File: src/rtl/fetch_queue_if.sv
// fetch_queue_if: redirect, instruction-memory and core-side signals of fetch_queue
//   master: the fetch_queue side (drives requests and presented instructions)
//   slave : the environment side (core redirect/consume, instruction memory)
interface fetch_queue_if;
    logic        redirect_valid;
    logic [31:0] redirect_pc;
    logic        imem_req_valid;
    logic [31:0] imem_req_addr;
    logic        imem_req_ready;
    logic        imem_resp_valid;
    logic [31:0] imem_resp_data;
    logic        instr_valid;
    logic [31:0] instr;
    logic [31:0] instr_pc;
    logic        instr_ready;
    logic        fetch_fault;
    modport master (
        input  redirect_valid, redirect_pc, imem_req_ready, imem_resp_valid, imem_resp_data, instr_ready,
        output imem_req_valid, imem_req_addr, instr_valid, instr, instr_pc, fetch_fault
    );
    modport slave (
        output redirect_valid, redirect_pc, imem_req_ready, imem_resp_valid, imem_resp_data, instr_ready,
        input  imem_req_valid, imem_req_addr, instr_valid, instr, instr_pc, fetch_fault
    );
endinterface

File: src/rtl/fetch_queue.sv
// fetch_queue: sequential instruction fetch with in-order buffering and redirect flush
//   clk    : system clock
//   n_rst  : asynchronous active-low reset
//   bus    : fetch_queue_if.master (redirect in, imem request/response, instruction out, fault)
//   FETCH_MISALIGN_FAULT_EN: when defined, a misaligned redirect raises a sticky fetch_fault
//   and blocks fetch until an aligned redirect; otherwise redirect_pc[1:0] is forced to 0.
module fetch_queue #(
    parameter int          DEPTH    = 4,
    parameter logic [31:0] RESET_PC = 32'h0
) (
    input  logic          clk,
    input  logic          n_rst,
    fetch_queue_if.master bus
);
    localparam int PW = $clog2(DEPTH);
    localparam int CW = PW + 1;
    // Repeated redirects can stack discards beyond DEPTH, so drop gets headroom.
    localparam int DW = CW + 2;

    logic [PW:0]   r_rd_ptr, r_wr_ptr;
    logic [CW-1:0] r_inflight;
    logic [DW-1:0] r_drop;
    logic [PW-1:0] r_tag_rd, r_tag_wr;
    logic [31:0]   r_fetch_pc;
    logic [31:0]   r_fifo_instr [DEPTH];
    logic [31:0]   r_fifo_pc    [DEPTH];
    logic [31:0]   r_tag        [DEPTH];

    logic [PW:0]   w_occ;
    logic [CW:0]   w_budget;
    logic          w_issue, w_acc, w_drop_resp, w_pop, w_fault;
    logic [31:0]   w_redir_pc;

    assign w_occ       = r_wr_ptr - r_rd_ptr;
    assign w_budget    = {1'b0, w_occ} + {1'b0, r_inflight};
    assign w_drop_resp = bus.imem_resp_valid & (r_drop != '0);
    // Responses with nothing outstanding are ignored.
    assign w_acc       = bus.imem_resp_valid & (r_drop == '0) & (r_inflight != '0);

    assign bus.imem_req_valid = n_rst & ~bus.redirect_valid & ~w_fault & (w_budget < (CW+1)'(DEPTH));
    assign bus.imem_req_addr  = r_fetch_pc;
    assign bus.instr_valid    = (w_occ != '0) & ~bus.redirect_valid & ~w_fault;
    assign bus.instr          = bus.instr_valid ? r_fifo_instr[r_rd_ptr[PW-1:0]] : '0;
    assign bus.instr_pc       = bus.instr_valid ? r_fifo_pc[r_rd_ptr[PW-1:0]] : '0;
    assign bus.fetch_fault    = w_fault;

    assign w_issue = bus.imem_req_valid & bus.imem_req_ready;
    assign w_pop   = bus.instr_valid & bus.instr_ready;

`ifdef FETCH_MISALIGN_FAULT_EN
    logic r_fault;
    always_ff @(posedge clk or negedge n_rst) begin
        if (!n_rst)
            r_fault <= 1'b0;
        else if (bus.redirect_valid)
            r_fault <= |bus.redirect_pc[1:0];
    end
    assign w_fault    = r_fault;
    assign w_redir_pc = bus.redirect_pc;
`else
    assign w_fault    = 1'b0;
    assign w_redir_pc = {bus.redirect_pc[31:2], 2'b00};
`endif

    always_ff @(posedge clk or negedge n_rst) begin
        if (!n_rst) begin
            r_rd_ptr   <= '0;
            r_wr_ptr   <= '0;
            r_inflight <= '0;
            r_drop     <= '0;
            r_tag_rd   <= '0;
            r_tag_wr   <= '0;
            r_fetch_pc <= RESET_PC;
        end else if (bus.redirect_valid) begin
            // Everything outstanding becomes a discard, except a response taken this cycle.
            r_rd_ptr   <= r_wr_ptr;
            r_inflight <= '0;
            r_drop     <= r_drop + DW'(r_inflight) - DW'(w_acc) - DW'(w_drop_resp);
            r_tag_rd   <= r_tag_wr;
            r_fetch_pc <= w_redir_pc;
        end else begin
            r_inflight <= r_inflight + CW'(w_issue) - CW'(w_acc);
            r_drop     <= r_drop - DW'(w_drop_resp);
            if (w_issue) begin
                r_fetch_pc <= r_fetch_pc + 32'd4;
                r_tag_wr   <= r_tag_wr + PW'(1);
            end
            if (w_acc) begin
                r_wr_ptr <= r_wr_ptr + CW'(1);
                r_tag_rd <= r_tag_rd + PW'(1);
            end
            if (w_pop)
                r_rd_ptr <= r_rd_ptr + CW'(1);
        end
    end

    always_ff @(posedge clk) begin
        if (w_issue)
            r_tag[r_tag_wr] <= r_fetch_pc;
        if (w_acc & ~bus.redirect_valid) begin
            r_fifo_instr[r_wr_ptr[PW-1:0]] <= bus.imem_resp_data;
            r_fifo_pc[r_wr_ptr[PW-1:0]]    <= r_tag[r_tag_rd];
        end
    end
endmodule

File: src/flat_wrapper.sv
// flat-port wrapper written by rule: the top's interface ports become plain ports
module fetch_queue_flat 
#(
    parameter int          DEPTH    = 4,
    parameter logic [31:0] RESET_PC = 32'h0
)
  (clk, n_rst, bus_redirect_valid, bus_redirect_pc, bus_imem_req_ready, bus_imem_resp_valid, bus_imem_resp_data, bus_instr_ready, bus_imem_req_valid, bus_imem_req_addr, bus_instr_valid, bus_instr, bus_instr_pc, bus_fetch_fault);
  fetch_queue_if bus_i ();
  input  logic clk;
  input  logic n_rst;
  input wire logic [$bits(bus_i.redirect_valid)-1:0] bus_redirect_valid;
  input wire logic [$bits(bus_i.redirect_pc)-1:0] bus_redirect_pc;
  input wire logic [$bits(bus_i.imem_req_ready)-1:0] bus_imem_req_ready;
  input wire logic [$bits(bus_i.imem_resp_valid)-1:0] bus_imem_resp_valid;
  input wire logic [$bits(bus_i.imem_resp_data)-1:0] bus_imem_resp_data;
  input wire logic [$bits(bus_i.instr_ready)-1:0] bus_instr_ready;
  output wire logic [$bits(bus_i.imem_req_valid)-1:0] bus_imem_req_valid;
  output wire logic [$bits(bus_i.imem_req_addr)-1:0] bus_imem_req_addr;
  output wire logic [$bits(bus_i.instr_valid)-1:0] bus_instr_valid;
  output wire logic [$bits(bus_i.instr)-1:0] bus_instr;
  output wire logic [$bits(bus_i.instr_pc)-1:0] bus_instr_pc;
  output wire logic [$bits(bus_i.fetch_fault)-1:0] bus_fetch_fault;
  assign bus_i.redirect_valid = bus_redirect_valid;
  assign bus_i.redirect_pc = bus_redirect_pc;
  assign bus_i.imem_req_ready = bus_imem_req_ready;
  assign bus_i.imem_resp_valid = bus_imem_resp_valid;
  assign bus_i.imem_resp_data = bus_imem_resp_data;
  assign bus_i.instr_ready = bus_instr_ready;
  assign bus_imem_req_valid = bus_i.imem_req_valid;
  assign bus_imem_req_addr = bus_i.imem_req_addr;
  assign bus_instr_valid = bus_i.instr_valid;
  assign bus_instr = bus_i.instr;
  assign bus_instr_pc = bus_i.instr_pc;
  assign bus_fetch_fault = bus_i.fetch_fault;
  fetch_queue #(.DEPTH(DEPTH), .RESET_PC(RESET_PC)) u_core (.clk(clk), .n_rst(n_rst), .bus(bus_i));
endmodule
File: config.mk
export PLATFORM = sky130hd
export DESIGN_NAME = fetch_queue_flat
export DESIGN_NICKNAME = d
export VERILOG_FILES = /design/src/rtl/fetch_queue_if.sv /design/src/rtl/fetch_queue.sv /design/src/flat_wrapper.sv
export SDC_FILE = /design/constraint.sdc
export NUM_CORES = 1
export LEC_CHECK = 0
export CAP_MARGIN = 5
export CORE_MARGIN = 5
export CORE_UTILIZATION = 57
export DETAILED_ROUTE_END_ITERATION = 6
export PLACE_DENSITY = 0.87
export RECOVER_POWER = 25
export SKIP_LAST_GASP = 1
export SLEW_MARGIN = 30
export SYNTH_ARGS = -nofsm -noshare
export SYNTH_HDL_FRONTEND = slang
export SYNTH_SLANG_ARGS = --single-unit
File: constraint.sdc
create_clock -name clk -period 5.1 [get_ports clk]
set_input_delay 1.02 -clock clk [delete_from_list [all_inputs] [get_ports clk]]
set_output_delay 1.02 -clock clk [all_outputs]
set_load 0.05 [all_outputs]
==> flow_summary.ini <==
[critical_path]
crit_path_end_kind = output pin
path_cells = inv_1 -> ha_1 -> inv_1 -> fa_1 -> xor2_1 -> xnor2_4 -> o21bai_2 -> nor2b_1 -> clkdlybuf4s50_1
critPathMostFrequentCell = inv_1
critPathSlowestCell = o21bai_2
cp.arrival_ps = 3960
crit_fanout = 15
slowest_delay_ps = 760
crit_type = flop to output pin
worstPathRequired_ps = 4080
worstSetupStartpointType = flop

[sta]
fin_skew_ps = 24.20
finalHoldViolations = 0
post-route-period-util = 0.9766
slew_violations = 0
setup_viol = 0
slew_headroom = 0.3539
rsz0062_at_grt = yes
timing.final.crit_period_ps = 4981
max_freq_mhz = 200.8
worstMarginPinSlew_ps = 969.1

[placement]
place.gp.congestion = 0.8625
port_buffers = 161
placed_area_um2 = 19000
numPlacedInstances = 1449
dp_hpwl_um = 21130

[final_layout]
drive_above_1_share = 0.1687
layout_commonest_cell = edfxtp_1
finish.utilization = 0.6942
stdcell_count = 1528
design_area_um2 = 20470
n_fill_cell = 1825
mostFrequentLayoutCells = edfxtp_1, clkdlybuf4s50_1, mux4_2, nor2b_1, nand2_1
diodes = 0
area_delta_synth_final_pct = 20.86
finalNetCount = 1203

[hold_path]
min_path_type = primary input to asynchronous set/reset pin

[logic_synthesis]
ys_ff_latch = 416
synthCells = 922
synth_top_family_by_area = multiplexers
synthArstFlopShare = 0.1154
muxShareOfSynthArea = 0.1271
avgSynthCellArea_um2 = 18.37
synth-compound-area-share = 0.02667
ys_warn_count = 0
synth-seq-area-share = 0.7235
synthSimpleGateAreaFrac = 0.06820
synth_top_area_cell = edfxtp_1
synthTopCellsByArea = edfxtp_1, mux4_2, dfrtp_1, nor2b_1, ha_1
synth_xor_area_frac = 0.01138
synth_edf_count = 368
synth_top_cell_area_share = 0.6526
synth-main-ff-cell = edfxtp_1
ys_types = 56
syn_area_um2 = 16930
synth_adder_area_share = 0.02291

[floorplan]
dieWidth_um = 182.4
core.rowCount = 63
dieArea_um2 = 33260
start_util = 0.5744
die_y_um = 182.4
core_um2 = 29480
io_pins = 169

[clock_network]
clockBufferDepth = 3
cts_tree = done
clkLatencyLatePin_ps = 540
cts_max_level = 2
hold_buffers = 0
root_buffer = clkbuf_16
clkTransAtPathRegs_ps = 60
cts_buffers = 41
cts.sinks = 416

[global_route]
overflow = 0
grt_max_degree = 79
grt_pass1_wl_um = 53190
grt_pass1_vias = 9339
antenna_found_initial = 0
grtUsageTotal = 0.2069

[drt]
wl_per_cell_um = 22.82
first_pass_iters = 5
drt-initial-drc-count = 776
ant_nets = 0
totalWireLength_um = 34870
remaining_drc_errors = 0
detail_route.vias_per_cell = 5.955
vias = 9099

[power]
p_leak_nw = 6.965
power_mw = 10.79
power_density_nw_per_um2 = 527.4
ir_worst_vdd_mv = 0.2995

[outcome]
status = finished clean

[flow_run]
cap_violations = 0
-- metrics by stage --
stage / hold WS, ps / setup slack (ps) / setup TNS (ps)
2_1_floorplan: 502.7 / 998.1 / 0
3_3_place_gp: 528.6 / 697.8 / 0
3_5_place_dp: 548.5 / 643.0 / 0
4_1_cts: 341.4 / 56.50 / 0
5_1_grt: 532.7 / -116.2 / -1225
6_report: 491.1 / 119.1 / 0
-- final cells by class --
type                       instances  area (um^2)  share of cell area
multi-input combinational        430         4402              0.2151
clock buffer                      52         1120             0.05472
sequential                       416        12260              0.5989
timing repair buffer             181         1790             0.08749
clock inverter                    24        276.5             0.01351
tap                              390        488.0             0.02384
inverter                          35        131.4            0.006419
-- flip-flops by register name (all words and copies together), names as in the netlist --
register	flops
u_core.r_fifo_instr	128
u_core.r_tag_wr	2
u_core.r_fifo_pc	120
u_core.bus.imem_req_addr	30
u_core.r_rd_ptr	3
u_core.r_wr_ptr	3
u_core.r_tag	120
u_core.r_tag_rd	2
u_core.r_drop	5
u_core.r_inflight	3
-- synthesized netlist by cell type (4+ instances only) --
cell and number:
buf_4 5, buf_1 4, nand4_1 10, a21oi_1 7
nand2_1 49, inv_1 34, fa_1 5, buf_2 12
nor3_1 8, mux4_2 92, nand3_1 15, dfrtp_1 48
o211ai_1 5, a211o_1 5, edfxtp_1 368, o21ai_0 29
xor2_1 9, a32oi_1 4, clkbuf_1 24, xnor2_1 13
nor2b_1 71, ha_1 23, nor2_1 21, o311ai_0 4
and2_1 8, and4_1 4, mux2i_1 8
-- path summary, 6_finish.rpt --
path | startpoint | to | slack (ps) | cells past startpoint
min reg2reg | u_core.r_drop[4] | u_core.r_drop[4] | 570 | 1
min in group clk | u_core.r_drop[4] | u_core.r_drop[4] | 570 | 1
max | u_core.r_wr_ptr[0] | bus_instr_pc[8] | 120 | 9
max reg2reg | u_core.r_wr_ptr[0] | u_core.r_inflight[2] | 1010 | 15
min | n_rst | u_core.r_drop[1] | 490 | 1
max in group asynchronous | n_rst | u_core.bus.imem_req_addr[6] | 3600 | 2
-- logic make-up after synthesis --
family	count (synthesis)
muxes	100
AOI/OAI and AO/OA	68
buffers and inverters	81
xor gates and xnor gates	22
DFF	416
and+or+nand+nor	206
adders and majority gates	28
other	1
-- layer usage --
metal / part of all wire / GRT usage / routed length [um] / vias up
li1: - / - / - / 3970
met5: 0 / 0 / 0 / -
met1: 0.40 / 0.2913 / 14000 / 4618
met3: 0.078 / 0.04405 / 2718 / 67
met4: 0.026 / 0.05854 / 924 / 0
met2: 0.49 / 0.3348 / 17230 / 444
-- power breakdown --
| group | internal (mW) | switching, mW | leakage (nW) |
|---|---|---|---|
| Combinational | 1.39 | 2.12 | 2.39 |
| Sequential | 4.02 | 0.181 | 3.90 |
| Clock | 1.86 | 1.22 | 0.675 |
-- timing repair --
action	CTS	global route
endpoints found under the setup margin	0	33
resized for setup	0	3
buffers inserted	0	1
-- critical path, delay by kind of cell, from the launching register on --
family	cells	cell delay, ps
AND/OR/NAND/NOR	1	120
adder cells (fa/ha/maj)	2	590
buffers and inverters	3	970
XOR/XNOR	2	540
flip-flops	1	420
AO/OA/AOI/OAI	1	760
Note: power is estimated with default switching activity, not from simulation.
